===== config.mk =====
export PLATFORM = sky130hd
export DESIGN_NAME = multicycle_controller
export DESIGN_NICKNAME = d
export VERILOG_FILES = /design/src/rtl/multicycle_controller.sv
export SDC_FILE = /design/constraint.sdc
export NUM_CORES = 1
export LEC_CHECK = 0
export BUFFER_PORTS_ARGS = -buffer_cell sky130_fd_sc_hd__buf_2
export CAP_MARGIN = 40
export CORE_ASPECT_RATIO = 1.25
export CORE_MARGIN = 3
export CORE_UTILIZATION = 41
export CTS_CLUSTER_DIAMETER = 50
export DETAILED_ROUTE_END_ITERATION = 6
export PLACE_DENSITY = 0.75
export REMOVE_ABC_BUFFERS = 1
export SYNTH_ARGS = -nofsm -noshare
export SYNTH_HDL_FRONTEND = slang
export SYNTH_SLANG_ARGS = --single-unit

===== constraint.sdc =====
create_clock -name clk -period 1.6 [get_ports clk]
set_clock_uncertainty 0.05 [all_clocks]
set_input_delay 0.08 -clock clk [delete_from_list [all_inputs] [get_ports clk]]
set_output_delay 0.08 -clock clk [all_outputs]
set_load 0.01 [all_outputs]

===== src/rtl/multicycle_controller.sv =====
// Main control FSM for the multi-cycle RV32I datapath: sequences each
// instruction over 2-5 cycles and drives every datapath select and enable.
module multicycle_controller (
  input  logic       clk,
  input  logic       rst,
  input  logic [6:0] opcode,
  input  logic [2:0] func3,
  input  logic [6:0] func7,
  input  logic       z,
  output logic       PCWrite,
  output logic       AdrSrc,
  output logic       MemWrite,
  output logic       IRWrite,
  output logic [1:0] ResultSrc,
  output logic [1:0] ALUSrcA,
  output logic [1:0] ALUSrcB,
  output logic [2:0] AluControl,
  output logic [2:0] immSrc,
  output logic       Regwrite,
  output logic       done,
  output logic       illegal
);

  localparam logic [6:0] OP_LOAD   = 7'b0000011;
  localparam logic [6:0] OP_STORE  = 7'b0100011;
  localparam logic [6:0] OP_RTYPE  = 7'b0110011;
  localparam logic [6:0] OP_ITYPE  = 7'b0010011;
  localparam logic [6:0] OP_JAL    = 7'b1101111;
  localparam logic [6:0] OP_JALR   = 7'b1100111;
  localparam logic [6:0] OP_BRANCH = 7'b1100011;
  localparam logic [6:0] OP_LUI    = 7'b0110111;

  localparam logic [2:0] ALU_ADD = 3'b000;
  localparam logic [2:0] ALU_SUB = 3'b001;
  localparam logic [2:0] ALU_AND = 3'b010;
  localparam logic [2:0] ALU_OR  = 3'b011;
  localparam logic [2:0] ALU_XOR = 3'b100;
  localparam logic [2:0] ALU_SLT = 3'b101;

  typedef enum logic [3:0] {
    ST_FETCH    = 4'd0,
    ST_DECODE   = 4'd1,
    ST_MEMADR   = 4'd2,
    ST_MEMREAD  = 4'd3,
    ST_MEMWB    = 4'd4,
    ST_MEMWRITE = 4'd5,
    ST_EXECR    = 4'd6,
    ST_EXECI    = 4'd7,
    ST_ALUWB    = 4'd8,
    ST_JAL      = 4'd9,
    ST_JALR     = 4'd10,
    ST_JALRWB   = 4'd11,
    ST_BRANCH   = 4'd12,
    ST_LUI      = 4'd13
  } state_t;

  state_t state_q;
  state_t state_d;

  logic       branch_taken_s;
  logic [2:0] branch_alu_s;
  logic       unused_func7_s;

  assign unused_func7_s = ^{func7[6], func7[4:0]};

  // ALU operation for register and immediate arithmetic; sub only exists in R-type.
  function automatic logic [2:0] alu_decode(input logic [2:0] f3,
                                            input logic       f7_b5,
                                            input logic       is_rtype);
    logic [2:0] op;
    case (f3)
      3'b000:  op = (is_rtype && f7_b5) ? ALU_SUB : ALU_ADD;
      3'b111:  op = ALU_AND;
      3'b110:  op = ALU_OR;
      3'b100:  op = ALU_XOR;
      3'b010:  op = ALU_SLT;
      default: op = ALU_ADD;
    endcase
    return op;
  endfunction

  function automatic logic [2:0] imm_decode(input logic [6:0] op);
    logic [2:0] sel;
    case (op)
      OP_LOAD, OP_ITYPE, OP_JALR: sel = 3'b000;
      OP_STORE:                   sel = 3'b001;
      OP_BRANCH:                  sel = 3'b010;
      OP_JAL:                     sel = 3'b011;
      OP_LUI:                     sel = 3'b100;
      default:                    sel = 3'b000;
    endcase
    return sel;
  endfunction

  // Branch comparison: eq/ne via subtract, lt/ge via slt, z judged this cycle.
  always_comb begin
    branch_taken_s = 1'b0;
    branch_alu_s   = ALU_ADD;
    case (func3)
      3'b000: begin branch_alu_s = ALU_SUB; branch_taken_s = z;  end
      3'b001: begin branch_alu_s = ALU_SUB; branch_taken_s = ~z; end
      3'b100: begin branch_alu_s = ALU_SLT; branch_taken_s = ~z; end
      3'b101: begin branch_alu_s = ALU_SLT; branch_taken_s = z;  end
      default: begin branch_alu_s = ALU_ADD; branch_taken_s = 1'b0; end
    endcase
  end

  // Next-state selection.
  always_comb begin
    state_d = ST_FETCH;
    case (state_q)
      ST_FETCH:  state_d = ST_DECODE;
      ST_DECODE: begin
        case (opcode)
          OP_LOAD, OP_STORE: state_d = ST_MEMADR;
          OP_RTYPE:          state_d = ST_EXECR;
          OP_ITYPE:          state_d = ST_EXECI;
          OP_JAL:            state_d = ST_JAL;
          OP_JALR:           state_d = ST_JALR;
          OP_BRANCH:         state_d = ST_BRANCH;
          OP_LUI:            state_d = ST_LUI;
          default:           state_d = ST_FETCH;
        endcase
      end
      ST_MEMADR:  state_d = (opcode == OP_LOAD) ? ST_MEMREAD : ST_MEMWRITE;
      ST_MEMREAD: state_d = ST_MEMWB;
      ST_EXECR:   state_d = ST_ALUWB;
      ST_EXECI:   state_d = ST_ALUWB;
      ST_JAL:     state_d = ST_ALUWB;
      ST_JALR:    state_d = ST_JALRWB;
      ST_MEMWB, ST_MEMWRITE, ST_ALUWB, ST_JALRWB, ST_BRANCH, ST_LUI:
                  state_d = ST_FETCH;
      default:    state_d = ST_FETCH;
    endcase
  end

  // State register with synchronous reset into FETCH.
  always_ff @(posedge clk) begin
    if (rst) begin
      state_q <= ST_FETCH;
    end else begin
      state_q <= state_d;
    end
  end

  // Output decode; everything is forced low while rst is high.
  always_comb begin
    PCWrite    = 1'b0;
    AdrSrc     = 1'b0;
    MemWrite   = 1'b0;
    IRWrite    = 1'b0;
    ResultSrc  = 2'b00;
    ALUSrcA    = 2'b00;
    ALUSrcB    = 2'b00;
    AluControl = ALU_ADD;
    immSrc     = 3'b000;
    Regwrite   = 1'b0;
    done       = 1'b0;
    illegal    = 1'b0;
    if (rst) begin
      immSrc = 3'b000;
    end else begin
      immSrc = imm_decode(opcode);
      case (state_q)
        ST_FETCH: begin
          IRWrite   = 1'b1;
          ALUSrcB   = 2'b10;
          ResultSrc = 2'b10;
          PCWrite   = 1'b1;
        end
        ST_DECODE: begin
          ALUSrcA = 2'b01;
          ALUSrcB = 2'b01;
          case (opcode)
            OP_LOAD, OP_STORE, OP_RTYPE, OP_ITYPE,
            OP_JAL, OP_JALR, OP_BRANCH, OP_LUI: begin
              illegal = 1'b0;
              done    = 1'b0;
            end
            default: begin
              illegal = 1'b1;
              done    = 1'b1;
            end
          endcase
        end
        ST_MEMADR: begin
          ALUSrcA = 2'b10;
          ALUSrcB = 2'b01;
        end
        ST_MEMREAD: AdrSrc = 1'b1;
        ST_MEMWB: begin
          ResultSrc = 2'b01;
          Regwrite  = 1'b1;
          done      = 1'b1;
        end
        ST_MEMWRITE: begin
          AdrSrc   = 1'b1;
          MemWrite = 1'b1;
          done     = 1'b1;
        end
        ST_EXECR: begin
          ALUSrcA    = 2'b10;
          ALUSrcB    = 2'b00;
          AluControl = alu_decode(func3, func7[5], 1'b1);
        end
        ST_EXECI: begin
          ALUSrcA    = 2'b10;
          ALUSrcB    = 2'b01;
          AluControl = alu_decode(func3, func7[5], 1'b0);
        end
        ST_ALUWB: begin
          ResultSrc = 2'b00;
          Regwrite  = 1'b1;
          done      = 1'b1;
        end
        // Link value OldPC+4 is parked in ALUOut while PC takes the target.
        ST_JAL: begin
          ALUSrcA   = 2'b01;
          ALUSrcB   = 2'b10;
          ResultSrc = 2'b00;
          PCWrite   = 1'b1;
        end
        ST_JALR: begin
          ALUSrcA   = 2'b10;
          ALUSrcB   = 2'b01;
          ResultSrc = 2'b10;
          PCWrite   = 1'b1;
        end
        ST_JALRWB: begin
          ALUSrcA   = 2'b01;
          ALUSrcB   = 2'b10;
          ResultSrc = 2'b10;
          Regwrite  = 1'b1;
          done      = 1'b1;
        end
        ST_BRANCH: begin
          ALUSrcA    = 2'b10;
          ALUSrcB    = 2'b00;
          ResultSrc  = 2'b00;
          AluControl = branch_alu_s;
          PCWrite    = branch_taken_s;
          done       = 1'b1;
        end
        ST_LUI: begin
          ResultSrc = 2'b11;
          Regwrite  = 1'b1;
          done      = 1'b1;
        end
        default: begin
          PCWrite = 1'b0;
        end
      endcase
    end
  end

endmodule


== Word level (Yosys, flattened, before mapping) ==
Cells that the tools add are included.

* Bits in registers: 4
* Output and inout bits: 19
* Word-level logic and storage cells: 80
* Bits of input ports: 20

* Bitwise gates (word level): 1
* Equal/unequal tests: 27
* Mux-type cells: 33
* Reduce and logical (&&, ||, !) cells: 18

{| class="wikitable"
|+ Operators by type and width
! cell !! count
|-
| $pmux 4 s7 || 1
|-
| $eq 4x4->1 const B || 6
|-
| $pmux 3 s4 || 2
|-
| $pmux 4 s6 || 1
|-
| $eq 7x6->1 const B || 3
|-
| $eq 7x7->1 const B || 3
|-
| $eq 4x3->1 const B || 4
|-
| $pmux 3 s5 || 1
|-
| $reduce_or 3->1 || 5
|-
| $mux 1 || 14
|-
| $eq 3x3->1 const B || 4
|-
| $reduce_or 2->1 || 6
|-
| $mux 3 || 3
|-
| $pmux 3 s3 || 1
|-
| $eq 4x2->1 const B || 2
|-
| $pmux 2 s2 || 2
|-
| $reduce_or 4->1 || 2
|-
| $reduce_or 8->1 || 1
|-
| $eq 7x2->1 const B || 1
|-
| $eq 7x5->1 const B || 1
|-
| $mux 2 || 3
|-
| $pmux 1 s2 || 3
|-
| $pmux 2 s3 || 1
|-
| $pmux 3 s2 || 1
|-
| other kinds (8) || 8
|}

== Logic depth before layout (Yosys ltp) ==
Gate-level depths: netlist (run 1).

* Word-level depth: 5
* Depth in mapped cells: 6
* Gate-level depth less buffers: 4

== Worst setup path after synthesis (run 1) ==
Ideal clock, no wire load.

* Path kind: reg-to-output
* Start: register state_q[0]
* End: output port done
* Path slack: -22 ps
* Required time: 1470 ps
* Path buffers: 1
* Arrival: 1492 ps
* Cell stages (with the launch flop): 5
* Path through: dfxtp_1 buf_4 or4b_4 nor4_2 o21bai_1

* Cells in the longest elaborated chain, start to end: 4
* Elaborated cells on any way between the ends: 10
* Those cells by class: 7 x eq/ne; 2 x mux; 1 x reduce/logical

{| class="wikitable"
|+ Ends and longest elaborated chain
! item !! line !! RTL
|-
| from (decl) || 57 || <nowiki>state_t state_q;</nowiki>
|-
| from (signal assigned) || 142 || <nowiki>state_q <= state_d;</nowiki>
|-
| $eq 4x4->1 or $eq 4x3->1 (tied branches) || 164 || <nowiki>case (state_q)</nowiki>
|-
| $reduce_or 6->1 (no source line) || n/a ||
|-
| $pmux 1 s2 (*) || 164 ||
|-
| $mux 1 (*) || 160 || <nowiki>if (rst) begin</nowiki>
|-
| to (decl) || 20 || <nowiki>output logic done,</nowiki>
|}

Mark *: on every way between the ends. The rest lies on a longest branch, timed or not.

== Final worst setup path (run 1) ==
* Start: register state_q[3]
* End: output port ALUSrcB[0]

* Cells in the longest elaborated chain, start to end: 4
* Elaborated cells on any way between the ends: 11
* Those cells by class: 6 x eq/ne; 2 x mux; 3 x reduce/logical

{| class="wikitable"
|+ Ends and longest elaborated chain
! item !! line !! RTL
|-
| $eq 4x3->1 (tied with other cells) || 164 ||
|-
| $reduce_or 4->1 (no source line) or $reduce_or 3->1 (tied branches) || n/a ||
|-
| $pmux 2 s2 (*) || 164 ||
|-
| $mux 2 (*) || 160 ||
|-
| to (decl) || 16 || <nowiki>output logic [1:0] ALUSrcB,</nowiki>
|}

Marks and branches as above.

==> results of run 1 <==
-- cell usage after synthesis, drive strengths merged --
master and n:
nor3 10, xnor2 3, a21oi 10, clkbuf 2, or3 1, a2111oi 2
buf 10, o21ai 10, o21bai 1, mux2i 2, nand2 8, inv 4
dfxtp 4, nor4b 3, nor2b 3, o32ai 1, or3b 1, o211ai 1
a211oi 3, a311oi 1, xor2 4, nand3b 3, nor4 6, a21o 1
nand4bb 2, nand2b 8, or4b 1, a211o 1, nand3 2, a22oi 2
nor2 13
-- layout make-up --
type,count,share of cell area
well taps,19,0.02023
repair buffers,47,0.2620
multi-input cells,103,0.6155
inverters,4,0.01278
clock buffers,3,0.01917
flip-flops and latches,4,0.07029
-- worst max-delay path by stage --
stage                     startpoint    endpoint  depth (start not counted)
after floorplan           state_q[0]        done                          3
after global placement    state_q[1]        done                          4
after detailed placement  state_q[1]        done                          4
after CTS                 state_q[2]  ALUSrcB[0]                          5
after global routing      state_q[3]  ALUSrcB[0]                          5
final                     state_q[3]  ALUSrcB[0]                          5
-- kinds of logic (layout without fill, tap and decap cells) --
family | count (synthesis) | count (layout)
AOI/OAI and AO/OA | 33 | 33
muxes | 2 | 2
buffers and inverters | 16 | 54
and+or+nand+nor | 61 | 61
xor gates and xnor gates | 7 | 7
DFF | 4 | 4
-- power breakdown --
group	internal, W	leakage (nW)	total, W	switching, W
registers	0.000103	0.0336	0.000105	0.00000180
clock network	0.0000833	0.0138	0.000117	0.0000339
logic	0.0000817	0.473	0.000188	0.000106
-- what timing repair did --
item                                    in CTS  in global routing
pin swaps                                    3                  4
buffers inserted                             4                  2
endpoints found under the setup margin       7                 12
gates resized for setup                     12                 15
-- metal layers --
| layer | global-route usage | part of all wire |
|---|---|---|
| met1 | 0.2727 | 0.39 |
| met2 | 0.3214 | 0.52 |
| met3 | 0.01303 | 0.087 |
| met4 | 0.03766 | 0 |
| met5 | 0 | 0 |
-- tightest hold or removal path, cell delays in order --
cell      delay (ps)
buf_2            170
nor3_2            70
nand2_1           50
a211oi_1          60
-- metrics by stage --
stage | total power (W) | cell area (µm²)
after global placement | 0.0002667 | 993.5
final | 0.0004099 | 1175
after floorplan | 0.0001976 | 742.0
after detailed placement | 0.0002708 | 993.5
after global routing | 0.0004386 | 1175
after CTS | 0.0004023 | 1104
==> results.json, run 1 <==
{
  "synthCells": 123,
  "worstSkewPairLatency_ps": 230,
  "rr_worst_depth": 5,
  "core.rowCount": 17,
  "fmax_mhz": 587.7,
  "critical_path.max_stage_delay_ps": 570,
  "worstPathCellList": "or4b_4, buf_6, o21ai_2, nor2b_2, buf_2",
  "layout-drive-gt1-share": 0.4099,
  "worst_slew_pin_slew_ps": 364.0,
  "stdcell_count": 180,
  "avgSynthCellArea_um2": 6.480,
  "synth-xor-area-share": 0.07692,
  "path_clk_slew_ps": 30,
  "vdd_drop_max_mv": 0.2503,
  "dieArea_um2": 2512,
  "root_buffer": "clkbuf_4",
  "critPathRequiredTime_ps": 1470,
  "top_regs": "state_q (4)",
  "ant_nets": 0,
  "status": "complete, but fails checks",
  "largest_register_ffs": 4,
  "synth_fa_ha_area_frac": 0,
  "cap_violations": 0,
  "finalSetupViolCount": 6,
  "drcViolationCount": 0,
  "dr.first_iter.drc_count": 40,
  "rsz0062_at_grt": "yes",
  "worstHoldPathType": "in2reg",
  "grt-ovfl-total": 0,
  "clock_path_buffers": 2,
  "hold_path.startpoint": "opcode[3]",
  "path_class": "reg2out",
  "nets": 183,
  "r2r-end": "state_q[2]",
  "first_global_vias": 894,
  "startpoint_type": "flop",
  "violations": "negative setup slack",
  "cp_max_fo": 2,
  "ys_types": 37,
  "pre_cts_slack_ps": 43.92,
  "synth_top_family_by_area": "simple AND/OR/NAND/NOR gates",
  "p_leak_nw": 0.5203,
  "multiInputGateArea_um2": 723.2,
  "post-route-util": 0.6498,
  "portBuffers": 32,
  "hold_path_end": "state_q[1]",
  "slew_headroom": 0.7510,
  "h-tree-depth": 1,
  "placedCellCount": 171,
  "groute.usage.overall": 0.1959,
  "synth_compound_area_frac": 0.2622,
  "synth_seq_cells": 4,
  "endpoint_kind": "output pin",
  "netlist_area_um2": 797.0,
  "final_common_cell": "buf_2",
  "synth_simple_gate_area_frac": 0.4474,
  "whs_path_depth": 4,
  "wl_per_cell_um": 13.53,
  "slew_violations": 0,
  "hold_viol": 0,
  "drt-total-wl_um": 2435,
  "synth_warnings": 0,
  "seq_area_frac_synth": 0.1005,
  "drt-pass1-iter-count": 4,
  "fp.dieW_um": 45.44,
  "dp_hpwl_um": 1692,
  "floorplan.initialDensity": 0.4408,
  "hold_buffers": 0,
  "critPathTopFamily": "simple AND/OR/NAND/NOR gates",
  "clock_sinks": 4,
  "synth.area.mux_share": 0.02512,
  "synth_area_leaders": "dfxtp_1 (10%), a21oi_1 (6.3%), nand2b_1 (6.3%)",
  "critPathSlowestCell": "or4b_4",
  "pwr_density_cell_nw_per_um2": 348.9,
  "grt_pass1_wl_um": 3974,
  "cp_num_buf_inv": 2,
  "num-fill-cells": 157,
  "period_share": 1.063,
  "seq_area_um2": 82.58,
  "fp.dieH_um": 55.30,
  "vias": 1060,
  "cp.arrival_ps": 1570,
  "setup_ws_ps": -101.5,
  "grt_max_degree": 21,
  "cts_made_buffers": 3,
  "fp.coreArea_um2": 1808,
  "top_register": "state_q",
  "io-pin-count": 39,
  "num_antenna_cells": 0,
  "via_per_inst": 5.889,
  "place.gp.congestion": 0.7880,
  "min_period_ps": 1702,
  "yosysTopAreaCellShare": 0.1005,
  "hold-worst-slack_ps": 218.9,
  "rrSetupSlack_ps": -50,
  "synthToLayoutAreaGrowth_pct": 47.41,
  "antenna_found_initial": 0,
  "r2r-start": "state_q[3]",
  "cts_tree": "done",
  "final_cell_mix": "buf_2 (32), nor2_1 (13), a21oi_1 (10), buf_4 (9), nor3_1 (8)",
  "yosysTopAreaCell": "dfxtp_1",
  "tns_ps": -252.3
}
(Power assumes the default switching activity.)
==> run 2, diff against run 1 <==
--- a/config.mk
+++ b/config.mk
@@ -9,3 +9,2 @@
 export CAP_MARGIN = 40
-export CORE_ASPECT_RATIO = 1.25
 export CORE_MARGIN = 3
==> constraint.sdc (replaced) <==
create_clock -name clk -period 1.6 [get_ports clk]
set_clock_uncertainty 0.05 [all_clocks]
set_input_delay 0.32 -clock clk [delete_from_list [all_inputs] [get_ports clk]]
set_output_delay 0.32 -clock clk [all_outputs]
set_load 0.01 [all_outputs]
==> results.json, run 2 (synthesis results as in run 1) <==
{
  "status": "complete, but fails checks",
  "violations": "negative setup slack",
  "hold-worst-slack_ps": 505.1,
  "io-pin-count": 39,
  "nets": 211,
  "worstSkewPairLatency_ps": 230,
  "critPathTopFamily": "simple AND/OR/NAND/NOR gates",
  "critPathSlowestCell": "or4b_4",
  "place.gp.congestion": 0.8610,
  "setup_ws_ps": -542.0,
  "slew_violations": 0,
  "whs_path_depth": 5,
  "grt_use_met2": 0.4543,
  "rr_worst_depth": 5,
  "drt-pass1-iter-count": 4,
  "cap_violations": 0,
  "grt_pass1_wl_um": 4747,
  "vias": 1336,
  "cts_made_buffers": 3,
  "root_buffer": "clkbuf_4",
  "busiest_layer": "met2",
  "pre_cts_slack_ps": -179.1,
  "endpoint_kind": "output pin",
  "wl_per_cell_um": 19.24,
  "pwr_density_cell_nw_per_um2": 322.7,
  "p_leak_nw": 0.6970,
  "fp.dieW_um": 50.09,
  "drcViolationCount": 0,
  "core.rowCount": 15,
  "path_class": "reg2out",
  "drt-total-wl_um": 4118,
  "startpoint_type": "flop",
  "post-route-util": 0.9046,
  "vdd_drop_max_mv": 0.3721,
  "min_period_ps": 2142,
  "ant_nets": 0,
  "cts_tree": "done",
  "portBuffers": 32,
  "worstHoldPathType": "in2reg",
  "hold_viol": 0,
  "antenna_found_initial": 0,
  "critical_path.max_stage_delay_ps": 560,
  "dp_hpwl_um": 2002,
  "finalSetupViolCount": 20,
  "dieArea_um2": 2509,
  "top_register": "state_q",
  "layout-drive-gt1-share": 0.5926,
  "num_antenna_cells": 0,
  "fmax_mhz": 466.9,
  "grtUsageMet1": 0.2590,
  "rsz0062_at_grt": "yes",
  "grt-ovfl-total": 0,
  "cp.depth": 4,
  "critPathRequiredTime_ps": 1230,
  "cp.arrival_ps": 1770,
  "hold_buffers": 0,
  "via_per_inst": 6.243,
  "dr.first_iter.drc_count": 48,
  "slew_headroom": 0.7090,
  "floorplan.initialDensity": 0.4470,
  "h-tree-depth": 1,
  "fp.dieH_um": 50.09,
  "groute.usage.overall": 0.2366,
  "synthToLayoutAreaGrowth_pct": 102.4,
  "period_share": 1.339,
  "path_clk_slew_ps": 40,
  "final_area_um2": 1613,
  "grt_max_degree": 21,
  "top_regs": "state_q (4)",
  "tns_ps": -4347,
  "cp_num_buf_inv": 1,
  "place_area_um2": 1164,
  "fp.coreArea_um2": 1783,
  "clock_sinks": 4,
  "worst_slew_pin_slew_ps": 433.1,
  "largest_register_ffs": 4,
  "first_global_vias": 1133,
  "final_cell_mix": "buf_2 (29), buf_4 (29), buf_6 (12), nor2_1 (11), a21oi_1 (10)",
  "worstPathCellList": "or4b_4, nor4_4, o21bai_1, buf_2",
  "use_met3": 0.02417,
  "clock_path_buffers": 2,
  "cp_max_fo": 2
}
==> run 2: changes by cell type in the layout (fill, tap and decap cells not counted), moves of 3 or more <==
cell,before,now
buf_6,4,12
nor3_1,8,4
buf_4,9,29
nor3_2,1,5
buf_2,32,29
==> run 2: final timing paths <==
kind / start / end / slack (ps)
worst max register to register: state_q[1] / state_q[2] / -90
worst max-delay path: state_q[1] / done / -540
worst min register to register: state_q[2] / state_q[0] / 660
worst min-delay path: opcode[6] / state_q[1] / 510
==> run 2: final cells by class <==
cell class                      instances  area, µm²
Multi-Input combinational cell        103      872.1
Timing Repair Buffer                   75      588.1
Tap cell                               25      31.28
Fill cell                              82      170.2
Sequential cell                         4      83.83
Clock buffer                            3      22.52
Inverter                                4      15.01
==> run 2: stage by stage <==
stage / power, W / std cells
6_report: 0.0005204 / 214
5_1_grt: 0.0005524 / 214
2_1_floorplan: 0.0001976 / 111
3_5_place_dp: 0.0003049 / 197
4_1_cts: 0.0004639 / 205
3_3_place_gp: 0.0002980 / 197
==> run 2: routing by layer <==
| metal | up-vias | wire [µm] | share of wire |
|---|---|---|---|
| met5 | - | 0 | 0 |
| met4 | 0 | 196 | 0.048 |
| met3 | 32 | 249 | 0.060 |
| met2 | 87 | 2128 | 0.52 |
| met1 | 635 | 1543 | 0.37 |
| li1 | 582 | - | - |
==> run 2: worst min-delay path, stage by stage <==
cell      delay (ps)
buf_4            100
buf_12           100
mux2i_1           60
nand2_1           90
a211oi_2          60
==> run 2: power by group <==
part / switching (W) / internal (W)
clock network: 0.0000416 / 0.0000839
registers: 0.00000229 / 0.000103
logic: 0.000154 / 0.000135
total: 0.000198 / 0.000322
==> run 2: repair_timing <==
action,in CTS,in global routing
cloned,1,0
setup buffers,4,11
pin swaps,5,10
gates resized for setup,27,40
setup endpoints to repair,19,21
